==> config.mk <==
export PLATFORM = sky130hd
export DESIGN_NAME = local_hist_update_ctrl
export DESIGN_NICKNAME = d
export VERILOG_FILES = /design/src/rtl/local_hist_update_ctrl.sv
export SDC_FILE = /design/constraint.sdc
export NUM_CORES = 1
export LEC_CHECK = 0
export CORE_MARGIN = 2
export CORE_UTILIZATION = 45
export CTS_CLUSTER_DIAMETER = 120
export DETAILED_ROUTE_END_ITERATION = 7
export PLACE_DENSITY_LB_ADDON = 0.25
export SYNTH_ARGS = -nofsm -noshare
export SYNTH_HDL_FRONTEND = slang
export SYNTH_SLANG_ARGS = --single-unit
==> constraint.sdc <==
create_clock -name clk -period 20.3 [get_ports clk]
set_input_delay 4.06 -clock clk [delete_from_list [all_inputs] [get_ports clk]]
set_output_delay 4.06 -clock clk [all_outputs]
set_load 0.005 [all_outputs]
==> src/rtl/local_hist_update_ctrl.sv <==
`default_nettype none
// ============================================================================
//  Module      : local_hist_update_ctrl
//  Description : Arbiter/controller for a per-set local branch-history
//                shift-register array. Shares the array's single index port
//                between zero-latency prediction lookups and queued
//                branch-resolution updates, owns a PHT of 2-bit saturating
//                counters indexed by history, and sequences a whole-array
//                history clear.
//
//  Ports
//    clk, reset          : clock, asynchronous active-high reset
//    pred_req/pred_index : fetch lookup request and set index
//    pred_ack/pred_taken : lookup accepted this cycle / predicted direction
//    resolve_valid/index/taken, resolve_ready : resolved-branch push port
//    clear_req           : one-cycle pulse requesting a full history clear
//    busy                : FSM not idle or resolve queue non-empty
//    hist_index/load/reset/datain : history array control
//    hist_dataout        : history array read data (combinational from index)
//
//  Revision    : 1.0 - initial release
// ============================================================================
module local_hist_update_ctrl #(
    parameter int S_INDEX    = 3,
    parameter int HIST_WIDTH = 8,
    parameter int FIFO_DEPTH = 4
) (
    input  logic                  clk,
    input  logic                  reset,
    input  logic                  pred_req,
    input  logic [S_INDEX-1:0]    pred_index,
    output logic                  pred_ack,
    output logic                  pred_taken,
    input  logic                  resolve_valid,
    input  logic [S_INDEX-1:0]    resolve_index,
    input  logic                  resolve_taken,
    output logic                  resolve_ready,
    input  logic                  clear_req,
    output logic                  busy,
    output logic [S_INDEX-1:0]    hist_index,
    output logic                  hist_load,
    output logic                  hist_reset,
    output logic                  hist_datain,
    input  logic [HIST_WIDTH-1:0] hist_dataout
);

    localparam int PTR_W    = $clog2(FIFO_DEPTH);
    localparam int PHT_SIZE = 2 ** HIST_WIDTH;

    localparam logic [PTR_W:0]     C_FULL_COUNT = (PTR_W + 1)'(FIFO_DEPTH);
    localparam logic [S_INDEX-1:0] C_LAST_SET   = '1;
    localparam logic [1:0]         C_PHT_INIT   = 2'b01;
    localparam logic [1:0]         C_PHT_MAX    = 2'b11;
    localparam logic [1:0]         C_PHT_MIN    = 2'b00;

    typedef enum logic [1:0] {
        ST_IDLE  = 2'd0,
        ST_READ  = 2'd1,
        ST_WRITE = 2'd2,
        ST_CLEAR = 2'd3
    } state_t;

    state_t                r_state;
    logic                  r_clear_pend;
    logic [S_INDEX-1:0]    r_sweep;
    logic [HIST_WIDTH-1:0] r_hist_q;

    // Resolve queue
    logic [S_INDEX-1:0]    r_fifo_idx [FIFO_DEPTH];
    logic                  r_fifo_tkn [FIFO_DEPTH];
    logic [PTR_W-1:0]      r_wr_ptr;
    logic [PTR_W-1:0]      r_rd_ptr;
    logic [PTR_W:0]        r_count;

    // Pattern history table
    logic [1:0]            r_pht [PHT_SIZE];

    logic                  w_full;
    logic                  w_empty;
    logic                  w_push;
    logic                  w_pop;
    logic                  w_pred_active;
    logic [PTR_W:0]        w_count_next;
    logic [S_INDEX-1:0]    w_head_idx;
    logic                  w_head_tkn;
    logic [1:0]            w_pht_old;
    logic [1:0]            w_pht_new;

    assign w_full        = (r_count == C_FULL_COUNT);
    assign w_empty       = (r_count == '0);
    assign w_push        = resolve_valid && !w_full;
    assign w_head_idx    = r_fifo_idx[r_rd_ptr];
    assign w_head_tkn    = r_fifo_tkn[r_rd_ptr];

    // Prediction owns the index port except during a clear sweep. Gating
    // with reset keeps every output at its reset value while reset is held.
    assign w_pred_active = pred_req && (r_state != ST_CLEAR) && !reset;

    // The pop happens in the WRITE cycle, together with the shift and the
    // PHT update, so an entry is never left half-applied.
    assign w_pop         = (r_state == ST_WRITE) && !w_pred_active;

    assign w_count_next  = r_count + {{PTR_W{1'b0}}, w_push}
                                   - {{PTR_W{1'b0}}, w_pop};

    assign resolve_ready = !w_full;
    assign busy          = (r_state != ST_IDLE) || !w_empty;

    // Saturating counter update for the entry selected by captured history
    assign w_pht_old = r_pht[r_hist_q];
    always_comb begin
        w_pht_new = w_pht_old;
        if (w_head_tkn) begin
            if (w_pht_old != C_PHT_MAX) begin
                w_pht_new = w_pht_old + 2'd1;
            end
        end else begin
            if (w_pht_old != C_PHT_MIN) begin
                w_pht_new = w_pht_old - 2'd1;
            end
        end
    end

    // ------------------------------------------------------------------
    // Queue storage: payload needs no reset, pointers/occupancy do.
    // ------------------------------------------------------------------
    always_ff @(posedge clk) begin
        if (w_push) begin
            r_fifo_idx[r_wr_ptr] <= resolve_index;
            r_fifo_tkn[r_wr_ptr] <= resolve_taken;
        end
    end

    always_ff @(posedge clk or posedge reset) begin
        if (reset) begin
            r_wr_ptr <= '0;
            r_rd_ptr <= '0;
            r_count  <= '0;
        end else begin
            if (w_push) begin
                r_wr_ptr <= r_wr_ptr + 1'b1;
            end
            if (w_pop) begin
                r_rd_ptr <= r_rd_ptr + 1'b1;
            end
            r_count <= w_count_next;
        end
    end

    // ------------------------------------------------------------------
    // PHT: only reset initialises it; a history clear leaves it intact.
    // ------------------------------------------------------------------
    always_ff @(posedge clk or posedge reset) begin
        if (reset) begin
            for (int i = 0; i < PHT_SIZE; i++) begin
                r_pht[i] <= C_PHT_INIT;
            end
        end else if (w_pop) begin
            r_pht[r_hist_q] <= w_pht_new;
        end
    end

    // ------------------------------------------------------------------
    // Update FSM
    // ------------------------------------------------------------------
    always_ff @(posedge clk or posedge reset) begin
        if (reset) begin
            r_state      <= ST_IDLE;
            r_clear_pend <= 1'b0;
            r_sweep      <= '0;
            r_hist_q     <= '0;
        end else begin
            // Requests seen during a sweep are absorbed by that sweep.
            if (clear_req && (r_state != ST_CLEAR)) begin
                r_clear_pend <= 1'b1;
            end

            case (r_state)
                ST_IDLE: begin
                    if (!w_pred_active) begin
                        if (r_clear_pend) begin
                            r_state <= ST_CLEAR;
                        end else if (!w_empty) begin
                            r_state <= ST_READ;
                        end
                    end
                end

                ST_READ: begin
                    if (!w_pred_active) begin
                        r_hist_q <= hist_dataout;
                        r_state  <= ST_WRITE;
                    end
                end

                ST_WRITE: begin
                    if (!w_pred_active) begin
                        if (r_clear_pend) begin
                            r_state <= ST_CLEAR;
                        end else if (w_count_next != '0) begin
                            r_state <= ST_READ;
                        end else begin
                            r_state <= ST_IDLE;
                        end
                    end
                end

                ST_CLEAR: begin
                    if (r_sweep == C_LAST_SET) begin
                        r_sweep      <= '0;
                        r_clear_pend <= 1'b0;
                        r_state      <= ST_IDLE;
                    end else begin
                        r_sweep <= r_sweep + 1'b1;
                    end
                end

                default: begin
                    r_state <= ST_IDLE;
                end
            endcase
        end
    end

    // ------------------------------------------------------------------
    // Array port and prediction outputs. Prediction is combinational so
    // it completes in the same cycle as the request.
    // ------------------------------------------------------------------
    always_comb begin
        pred_ack    = 1'b0;
        pred_taken  = 1'b0;
        hist_index  = '0;
        hist_load   = 1'b0;
        hist_reset  = 1'b0;
        hist_datain = 1'b0;

        if (w_pred_active) begin
            pred_ack   = 1'b1;
            hist_index = pred_index;
            pred_taken = r_pht[hist_dataout][1];
        end else begin
            case (r_state)
                ST_READ: begin
                    hist_index = w_head_idx;
                end
                ST_WRITE: begin
                    hist_index  = w_head_idx;
                    hist_load   = 1'b1;
                    hist_datain = w_head_tkn;
                end
                ST_CLEAR: begin
                    hist_index = r_sweep;
                    hist_reset = 1'b1;
                end
                default: begin
                    hist_index = '0;
                end
            endcase
        end
    end

endmodule
`default_nettype wire

Word level (Yosys, flattened, before mapping)
Memories as Yosys holds them, arrays and structs flattened. Cells that the tools add are included.

Muxes and demuxes: 37. Bitwise operators: 3. Add/subtract/negate cells: 7. Equality and inequality tests: 12. Magnitude comparators: 3. Reduce and logical (&&, ||, !) cells: 19.

Operators by type and width (number): 512-bit bitwise mux (1); 2-bit binary-select mux with 8-bit select (2); 2-bit two-way mux (15); 9-bit >= comparator, second input constant (2); 8-bit inverter with 9-bit output (2); 2-bit demux with 8-bit select (1); 1-bit two-way mux (14); 2-bit != test, second input constant (6); 9-bit by 1-bit less-than comparator with 1-bit output, second input constant (1); 2-bit one-hot mux with 4 select lines (1); 2-bit by 1-bit adder with 2-bit output, second input constant (3); 3-bit equality test, second input constant (2); 1-bit logical AND (6); 3-bit two-way mux (2); 3-bit one-hot mux with 2 select lines (1); 5-bit AND reduction (1); 2-bit equality test, second input constant (2); 1-bit zero test (4); 2-bit nonzero test (2); 3-bit by 1-bit adder with 3-bit output (1); 3-bit by 1-bit adder with 3-bit output, second input constant (1); 3-bit zero test (1); 3-bit != test, second input constant (1); 3-bit nonzero test (1); other kinds (8) (8).

Logic and storage cells: 346. Memories kept: 2. RAM bits: 16. Register bits after elaboration: 533.

Memory list: r_fifo_idx (words 4, bits a word 3, rd ports 1, clocked after memory_dff 0, write ports 1, line 69) `logic [S_INDEX-1:0] r_fifo_idx [FIFO_DEPTH];`; r_fifo_tkn (words 4, bits a word 1, rd ports 1, clocked after memory_dff 0, write ports 1, line 70) `logic r_fifo_tkn [FIFO_DEPTH];`.

Logic depth before layout (Yosys ltp)
Gate-level depths: netlist of run 1.

Depth after elaboration: 11. Mapped depth: 15. Gate-level depth less buffers: 11.

Least setup slack after synthesis of run 1
Ideal clock, no wire load.

Path type: input to output. Start point: in reset. End point: out hist_index[0]. Required time: 16240 ps. Path slack: -628 ps. Data arrival time: 16868 ps. Stages: 5. Cells stage by stage: inv_1 > nand3b_1 > inv_1 > nor2_1 > a22o_1.

Word-level cells in the longest chain between the ends: 3.

Ends and longest elaborated chain: start, declared (line 29) `input logic reset,`; 1-bit zero test (no line); 1-bit logical AND (line 97) `assign w_pred_active = pred_req && (r_state != ST_CLEAR) && !reset;`; 3-bit two-way mux (line 237) `if (w_pred_active) begin`; end, declared (line 40) `output logic [S_INDEX-1:0] hist_index,`.

Every way passes these cells.

Worst setup path after layout of run 1
Start point: in hist_dataout[0]. End point: out pred_taken.

Word-level cells in the longest chain between the ends: 5.

Ends and longest elaborated chain: start, declared (line 44) `input logic [HIST_WIDTH-1:0] hist_dataout`; 8-bit inverter with 9-bit output (implied by the code) (line 240) `pred_taken = r_pht[hist_dataout][1];`; 2-bit binary-select mux with 8-bit select (line 240); 2-bit two-way mux (implied by the code) (2 in series) (line 240); 1-bit two-way mux (line 237); end, declared (line 33) `output logic pred_taken,`.

Every way passes these cells. The select of a mux whose other input is x is not followed.

==> flow_summary.json, run 1 <==
{
  "clock_path_buffers": 3,
  "cts_tree": "yes",
  "met2_usage_pct": 41.4,
  "cts_resized": 0,
  "final_cells": 3195,
  "cp.arrival_ns": 7.74,
  "p_seq_share_pct": 37.0,
  "yosysWarnings": 0,
  "yosysUniqueCellTypes": 60,
  "dr.pass1.iters": 6,
  "slew_headroom_pct": 4.42,
  "wl_per_cell_um": 26.8,
  "worst-path-buf-inv": 3,
  "use_met1_pct": 37.5,
  "p_sw_share_pct": 40.3,
  "drive_above_1_share_pct": 37.3,
  "status": "finished clean",
  "drv_slew": 0,
  "dieArea_um2": 64700,
  "p_comb_share_pct": 37.6,
  "synth_area_leaders": "dfrtp_1 25%, dfstp_2 24%, mux4_2 14%, mux2_2 11%, nand2_1 6.3%",
  "clkPwrFrac_pct": 25.5,
  "cp_cell_sequence": "buf_4 -> buf_4 -> mux4_2 -> mux4_2 -> mux4_2 -> nor2b_1 -> a211oi_1 -> a211oi_1 -> clkdlybuf4s50_1",
  "synth_fa_ha_area_share_pct": 0.683,
  "grt_pass1_wl_mm": 130,
  "regToRegSetupSlack_ns": 13.22,
  "synth-simple-area-share_pct": 9.89,
  "setup_viol": 0,
  "fmax_mhz": 84.7,
  "cts_setup_buffers": 0,
  "vdd_drop_max_mv": 0.142,
  "grt_use_total_pct": 27.0,
  "die_h_um": 254,
  "p_switching_mw": 1.76,
  "synth_common_cells": "473 x nand2_1, 277 x dfrtp_1, 270 x mux2_2",
  "start_kind": "primary input",
  "muxShareOfSynthArea_pct": 28.0,
  "synth_top_area_cell": "dfrtp_1",
  "drt_iter0_markers": 1696,
  "tightest_slew_ns": 1.43,
  "hpwl_mm": 56.3,
  "insertion_delay_ns": 0.64,
  "grt_pass1_vias": 20100,
  "period_needed_ns": 11.80,
  "leakagePower_nw": 12.5,
  "rsz0062_at_grt": "false",
  "coreArea_um2": 61800,
  "synth_compound_area_share_pct": 7.67,
  "grt-ovfl-total": 0,
  "ys_seq_area_share_pct": 50.1,
  "grt_use_met3_pct": 5.19,
  "fin_nets": 2342,
  "antenna_found_initial": 2,
  "post-route-period-util_pct": 58.1,
  "drt-total-wl_mm": 85.6,
  "synth_top_cell_area_share_pct": 24.6,
  "die_x_um": 254,
  "post-route-drc-count": 0,
  "worstSetupPathType": "primary input to output pin",
  "grt_max_degree": 119,
  "crit_path_top_delay_cell": "buf_4",
  "htreeDepth": 2,
  "crit_top_cell": "mux4_2",
  "top_usage_layer": "met2",
  "path_clk_slew_ns": 0.06,
  "synth_top_family_by_area": "multiplexers",
  "syn_avg_cell_area_um2": 12.1,
  "finalHoldViolCount": 0,
  "cp_slowest_stage_delay_ns": 0.71,
  "fin_setup_tns_ns": 0,
  "vias": 20000,
  "crit_family": "buffers and inverters",
  "p_int_mw": 2.60,
  "ys_ff_latch": 549,
  "hp-class": "register to register",
  "cts_root_buf": "clkbuf_16",
  "async_flop_share_pct": 97.1,
  "synth_top_flop_cell": "dfrtp_1",
  "vias_per_cell": 6.26,
  "endpoint_kind": "output pin",
  "rows": 91,
  "ant_nets": 0,
  "synth_most_common_cell": "nand2_1",
  "netlist_area_um2": 28200,
  "synthXorXnorAreaFrac_pct": 0.155,
  "cts_hold_buf": 0,
  "cts_buffers": 58,
  "fill_cells": 5314,
  "portBuffers": 29,
  "dp_cells": 3086,
  "path_max_fanout": 41,
  "area_delta_synth_final_pct": 10.4,
  "max-cap-violations": 0,
  "synth_edf_count": 16,
  "p_per_area_nw_per_um2": 140,
  "fin_skew_ns": 0.0231,
  "place_congestion": 0.908,
  "synthesis.nets": 2367,
  "ios": 30,
  "start_util_pct": 45.7,
  "cts_sinks": 549,
  "worstPathRequired_ns": 16.24,
  "syn_inst": 2334
}
stage by stage:
stage	util, %	setup slack [ns]	hold slack [ns]	power, mW	area, µm²
floorplan	-	2.82	0.460	2.79	28200
global placement	47.2	8.45	0.483	3.21	29200
detailed placement	47.2	8.44	0.494	3.25	29200
CTS	50.4	8.45	0.504	4.36	31200
global route	50.4	8.24	0.530	4.55	31200
finish	50.4	8.50	0.502	4.36	31200
placed cells by master, fill, tap and decap left out, drive strengths merged, types with 7 or more instances in the layout:
master,Yosys,final
a22oi,58,58
a22o,11,11
nor2,104,104
clkbuf,85,93
clkinv,0,8
nand2,473,473
inv,14,13
nand4,7,7
mux4,178,178
a31oi,7,7
a21oi,46,46
nor3,13,13
dfrtp,277,277
nor2b,10,10
clkdlybuf4s50,0,27
dfstp,256,256
buf,86,59
mux2,270,270
mux2i,84,84
and3,11,11
nand3,19,19
o21ai,221,221
edfxtp,16,16
ha,12,12
nand2b,9,9
layer usage:
layer  part of all wire, %  up-vias  routed length (µm)
met5                     0        -                   0
met4                   4.3        0                3650
met3                   8.8      212                7490
met2                    46     1019               39200
met1                    41    10300               35200
li1                      -     8475                   -
cell type report:
class	instances	area (µm²)	share of cell area, %
Sequential cell	549	14100	45.4
Inverter	14	56.3	0.181
Timing Repair Buffer	86	713	2.29
Clock inverter	15	209	0.670
Multi-Input combinational cell	1600	13200	42.4
Antenna cell	1	2.50	0.00803
Tap cell	837	1050	3.36
Clock buffer	93	1780	5.70
tightest hold or removal path, cell delays in order (launching register included):
cell and delay (ns):
dfrtp_1 0.36, nand2_1 0.05, o21ai_0 0.06
cells by family after synthesis:
logic type | after synthesis
and+or+nand+nor | 675
AOI/OAI and AO/OA | 373
xor gates and xnor gates | 5
muxes | 532
adders and majority gates | 15
buffers and inverters | 185
DFF | 549
power groups by stage:
stage          Clock (mW)  Combinational (mW)  Sequential, mW
6_report             1.11                1.64            1.61
5_1_grt              1.17                1.75            1.64
4_1_cts              1.13                1.63            1.61
3_5_place_dp            0                1.62            1.62
3_3_place_gp            0                1.60            1.61
2_1_floorplan           0                1.29            1.50
path summary, 6_finish.rpt:
path                            startpoint          end  depth (start not counted)
min reg2reg                     r_pht[175]   r_pht[175]                          2
max                        hist_dataout[0]   pred_taken                          9
min                             r_pht[175]   r_pht[175]                          2
max reg2reg                    r_hist_q[1]    r_pht[99]                         12
max in group asynchronous            reset    r_pht[57]                          6
min in group asynchronous            reset  r_wr_ptr[1]                          3
registers in the layout (all words and copies together) (netlist names):
signal / flops
r_clear_pend: 1
r_count: 3
r_fifo_idx: 12
r_fifo_tkn: 4
r_hist_q: 8
r_pht: 512
r_rd_ptr: 2
r_state: 2
r_sweep: 3
r_wr_ptr: 2
(Power assumes the default switching activity.)
==> inputs of run 2 (changes only) <==
clock period = 11.4 ns   (was 20.3 ns; I/O delays follow)
==> run 2 against run 1 <==
  * Core utilization hardly changed
  * Clock-buffer cell count down 5
  * Total power grew 80%
  * Hold slack worse by 0.0033 ns
  * Global-route usage up 0.43 points
  * Clock skew grew 0.0073 ns
  * Design area hardly changed
  * Routed wire length increased by 1.4%
  * Clock power up 82%
  * Cell count fell by 0.28%
  * Non-clock buffer count is 11 lower
  * First-iteration DRC count rose by 30%
  * Highest routed layer is now met5
==> flow_summary.json, run 2 (synthesized netlist as in run 1, its figures left out) <==
{
  "status": "finished clean",
  "max-cap-violations": 0,
  "p_per_area_nw_per_um2": 251,
  "endpoint_kind": "output pin",
  "area_delta_synth_final_pct": 10.5,
  "cp_cell_sequence": "buf_4 -> buf_4 -> mux4_2 -> mux4_2 -> mux4_2 -> a211oi_1 -> a211oi_1 -> clkdlybuf4s50_1",
  "post-route-period-util_pct": 72.7,
  "finalHoldViolCount": 0,
  "cts_hold_buf": 0,
  "clock_path_buffers": 3,
  "fin_nets": 2331,
  "fin_area_um2": 31200,
  "drive_above_1_share_pct": 37.3,
  "topRoutingLayerUsed": "met5",
  "grt-ovfl-total": 0,
  "largest_reg_flops": 512,
  "vias_per_cell": 6.25,
  "antenna_found_initial": 2,
  "fmax_mhz": 121,
  "coreArea_um2": 61800,
  "crit_family": "buffers and inverters",
  "htreeDepth": 2,
  "ant_nets": 0,
  "final_cells": 3186,
  "whs_ns": 0.499,
  "cts_setup_buffers": 0,
  "cts_buffers": 58,
  "grt_use_total_pct": 27.4,
  "route.met3.wl_mm": 8.10,
  "setup_viol": 0,
  "grt_pass1_vias": 19800,
  "rsz0062_at_grt": "false",
  "slew_headroom_pct": 11.5,
  "wirelength_met1_mm": 35.4,
  "crit_path_start": "hist_dataout[0]",
  "period_needed_ns": 8.29,
  "setup_ws_ns": 3.11,
  "path_max_fanout": 38,
  "cts_resized": 0,
  "worstSetupPathType": "primary input to output pin",
  "crit_top_cell": "mux4_2",
  "layout_common_cells": "473 x nand2_1, 275 x dfrtp_1, 270 x mux2_2",
  "worstHoldStart": "r_pht[107]",
  "crit_path_top_delay_cell": "buf_4",
  "vias": 19900,
  "dpl_worst_slack_ns": 3.04,
  "cts_tree": "yes",
  "die_x_um": 254,
  "dp_cells": 3075,
  "reg.largest.list": "r_pht x512, r_fifo_idx x12, r_hist_q x8",
  "grt_max_degree": 180,
  "cts_sinks": 549,
  "p_total_mw": 7.84,
  "dr.pass1.iters": 5,
  "cp_slowest_stage_delay_ns": 0.62,
  "hpwl_mm": 54.6,
  "leakagePower_nw": 12.5,
  "start_util_pct": 45.7,
  "route.met2.wl_mm": 39.5,
  "grt_pass1_wl_mm": 131,
  "dieArea_um2": 64700,
  "drt_iter0_markers": 2204,
  "post-route-drc-count": 0,
  "drt-total-wl_mm": 86.8,
  "place_congestion": 0.904,
  "wl_per_cell_um": 27.2,
  "vdd_drop_max_mv": 0.321,
  "fin_skew_ns": 0.0304,
  "tightest_slew_ns": 1.32,
  "path_clk_slew_ns": 0.06,
  "placed_area_um2": 29200,
  "portBuffers": 29,
  "rows": 91,
  "drv_slew": 0,
  "worstPathRequired_ns": 9.12,
  "worst-path-buf-inv": 3,
  "die_h_um": 254,
  "cp.arrival_ns": 6.01,
  "insertion_delay_ns": 0.65,
  "layout_commonest_cell": "nand2_1",
  "hp-class": "register to register",
  "r2r-start": "r_hist_q[0]",
  "start_kind": "primary input",
  "cts_root_buf": "clkbuf_16",
  "ios": 30,
  "top_register": "r_pht"
}
run 2: cell types whose count changed in the layout (fill, tap and decap cells not counted), moves of 3 or more:
cell      delta
clkinv_2     +4
clkbuf_1     -4
buf_4       -14
nor2_4       +3
buf_12       +3
run 2: final cells by class:
class	count	area (µm²)
timing repair buffer	75	668
multi-input combinational	1600	13200
clock inverter	21	290
sequential	549	14100
fill	5326	30600
antenna	2	5.00
clock buffer	88	1740
tap	837	1050
inverter	14	56.3
run 2: path summary, 6_finish.rpt:
| kind | endpoint | slack (ns) | depth (start not counted) |
|---|---|---|---|
| max in group asynchronous | r_pht[171] | 5.79 | 6 |
| setup / recovery | pred_taken | 3.11 | 8 |
| setup reg to reg | r_pht[190] | 5.20 | 9 |
| min in group asynchronous | r_rd_ptr[1] | 2.27 | 3 |
| hold reg to reg | r_pht[107] | 0.50 | 2 |
| hold / removal | r_pht[107] | 0.50 | 2 |
run 2: routing by layer:
layer / vias up / global-route usage [%]
met3: 223 / 6.29
met1: 10300 / 38.2
met4: 2 / 11.6
met2: 928 / 41.3
met5: - / 0
li1: 8456 / -
run 2: per-stage QoR:
stage | utilization [%] | TNS, ns
6_report | 50.5 | 0
5_1_grt | 50.4 | 0
4_1_cts | 50.4 | 0
3_5_place_dp | 47.2 | 0
3_3_place_gp | 47.2 | 0
2_1_floorplan | - | -632.49
run 2: tightest hold or removal path, stage by stage, from the launching register on:
cell	delay (ns)
dfrtp_1	0.35
nand2_1	0.05
o21ai_0	0.06
run 2: where the power goes:
part	internal (mW)	switching (mW)	leakage, nW
clock	1.21	0.816	1.00
sequential	2.48	0.342	6.59
combinational	0.986	2.01	4.89
==> inputs of run 3 (changes only) <==
clock period = 8.1 ns   (was 11.4 ns; I/O delays follow)
==> run 3 against run 2 <==
  * Clock-buffer cell count grew 3
  * Cell count grew 0.35%
  * Via count shrank 0.73%
  * Hold slack lost 0.0011 ns
  * Clock skew shrank 0.0075 ns
  * Die area is the same
  * Core utilization grew 0.15 points
  * Critical path depth shrank 1
  * First-iteration DRC count shrank 2.9%
  * Global-route usage shrank 0.079 points
  * Register-to-register slack lost 2.6 ns
  * Largest cell class unchanged
==> flow_summary.json, run 3 (synthesized netlist as in run 1, its figures left out) <==
{
  "drive_above_1_share_pct": 37.6,
  "reg2reg_depth": 10,
  "regToRegSetupSlack_ns": 2.59,
  "clkPwrFrac_pct": 25.5,
  "status": "finished clean",
  "vias_per_cell": 6.18,
  "dieArea_um2": 64700,
  "start_util_pct": 45.7,
  "cp.arrival_ns": 5.30,
  "die_x_um": 254,
  "p_seq_share_pct": 36.2,
  "worstPathRequired_ns": 6.48,
  "ios": 30,
  "grt-ovfl-total": 0,
  "seq_area_um2": 14100,
  "coreArea_um2": 61800,
  "layout_common_cells": "473 x nand2_1, 275 x dfrtp_1, 270 x mux2_2",
  "ant_nets": 0,
  "worstHoldStart": "r_pht[49]",
  "grt_pass1_vias": 20000,
  "grt_use_total_pct": 27.3,
  "tightest_slew_ns": 1.25,
  "vias": 19800,
  "layout_commonest_cell": "nand2_1",
  "p_switching_mw": 4.47,
  "cp_cell_sequence": "clkdlybuf4s50_1 -> buf_4 -> mux4_2 -> mux4_2 -> a211oi_1 -> a211oi_1 -> clkdlybuf4s50_1",
  "route.met3.wl_mm": 7.78,
  "fin_setup_tns_ns": 0,
  "p_per_area_nw_per_um2": 354,
  "cts_buffers": 59,
  "hp-class": "register to register",
  "cts_root_buf": "clkbuf_16",
  "antenna_found_initial": 0,
  "dpl_worst_slack_ns": 1.24,
  "whs_endpoint": "r_pht[49]",
  "clock_path_buffers": 3,
  "p_total_mw": 11.1,
  "portBuffers": 29,
  "cts_tree": "yes",
  "reg2reg_to": "r_pht[432]",
  "htreeDepth": 2,
  "setup_viol": 0,
  "vdd_drop_max_mv": 0.455,
  "grt_max_degree": 168,
  "fill_cells": 5271,
  "setup_ws_ns": 1.18,
  "path_clk_slew_ns": 0.06,
  "reg.largest.list": "r_pht x512, r_fifo_idx x12, r_hist_q x8",
  "slew_headroom_pct": 16.1,
  "cts_resized": 0,
  "final_cells": 3197,
  "path_max_fanout": 11,
  "dr.pass1.iters": 6,
  "r2r-start": "r_hist_q[0]",
  "fin_nets": 2343,
  "worstSetupPathType": "primary input to output pin",
  "cts_hold_buf": 0,
  "fin_skew_ns": 0.0230,
  "p_comb_share_pct": 38.3,
  "post-route-period-util_pct": 85.4,
  "rsz0062_at_grt": "false",
  "num_antenna_cells": 0,
  "die_h_um": 254,
  "grt_pass1_wl_mm": 131,
  "leakagePower_nw": 12.5,
  "insertion_delay_ns": 0.64,
  "cts_setup_buffers": 0,
  "post-route-drc-count": 0,
  "area_delta_synth_final_pct": 10.8,
  "drv_slew": 0,
  "largest_reg_flops": 512,
  "wl_per_cell_um": 27.0,
  "dp_cells": 3086,
  "p_int_mw": 6.59,
  "finalHoldViolCount": 0,
  "topRoutingLayerUsed": "met4",
  "route.met2.wl_mm": 38.7,
  "crit_path_top_delay_cell": "clkdlybuf4s50_1",
  "period_needed_ns": 6.92,
  "max-cap-violations": 0,
  "start_kind": "primary input",
  "cts_sinks": 549,
  "drt-total-wl_mm": 86.4,
  "rows": 91,
  "p_sw_share_pct": 40.4,
  "drt_iter0_markers": 2141,
  "cp_slowest_stage_delay_ns": 1.31,
  "place_congestion": 0.929,
  "whs_ns": 0.498,
  "wirelength_met1_mm": 36.2,
  "hpwl_mm": 55.7,
  "endpoint_kind": "output pin",
  "hold_path_depth": 2,
  "multi_input_comb_area_um2": 13200,
  "top_register": "r_pht",
  "fmax_mhz": 144
}
-- run 3: layout make-up --
cell class | count | area share [%]
multi-input cells | 1600 | 42.3
repair buffers | 86 | 2.52
clock inverters | 20 | 0.748
flip-flops and latches | 549 | 45.2
inverters | 14 | 0.180
clock buffers | 91 | 5.72
well taps | 837 | 3.35
-- run 3: worst max-delay path, delay by kind of cell --
kind | cells | cell delay [ns]
mux | 2 | 1.04
buf+inv | 3 | 2.17
compound gates | 2 | 0.46
-- run 3: power groups by stage --
stage / sequential, mW / combinational [mW] / clock (mW)
final: 4.01 / 4.23 / 2.82
after global routing: 4.07 / 4.50 / 2.97
after CTS: 3.99 / 4.19 / 2.86
after detailed placement: 4.03 / 4.19 / 0
after global placement: 4.01 / 4.11 / 0
after floorplan: 3.75 / 3.23 / 0
-- run 3: through the flow --
stage,area [µm²],utilization [%]
floorplan,28200,-
global route,31300,50.6
detailed placement,29300,47.3
finish,31300,50.6
global placement,29300,47.3
CTS,31300,50.6
-- run 3: per-layer routing --
layer	global-route usage [%]	up-vias
met5	0	-
met3	6.59	205
met4	11.3	0
met1	38.4	10200
li1	-	8457
met2	40.8	896
-- run 3: worst max-delay path by stage --
stage	to	slack, ns	start
floorplan	hist_index[0]	-4.50	reset
global placement	pred_taken	1.18	hist_dataout[2]
detailed placement	pred_taken	1.24	hist_dataout[2]
CTS	pred_taken	1.23	hist_dataout[2]
global route	pred_taken	1.15	hist_dataout[2]
finish	pred_taken	1.18	hist_dataout[2]
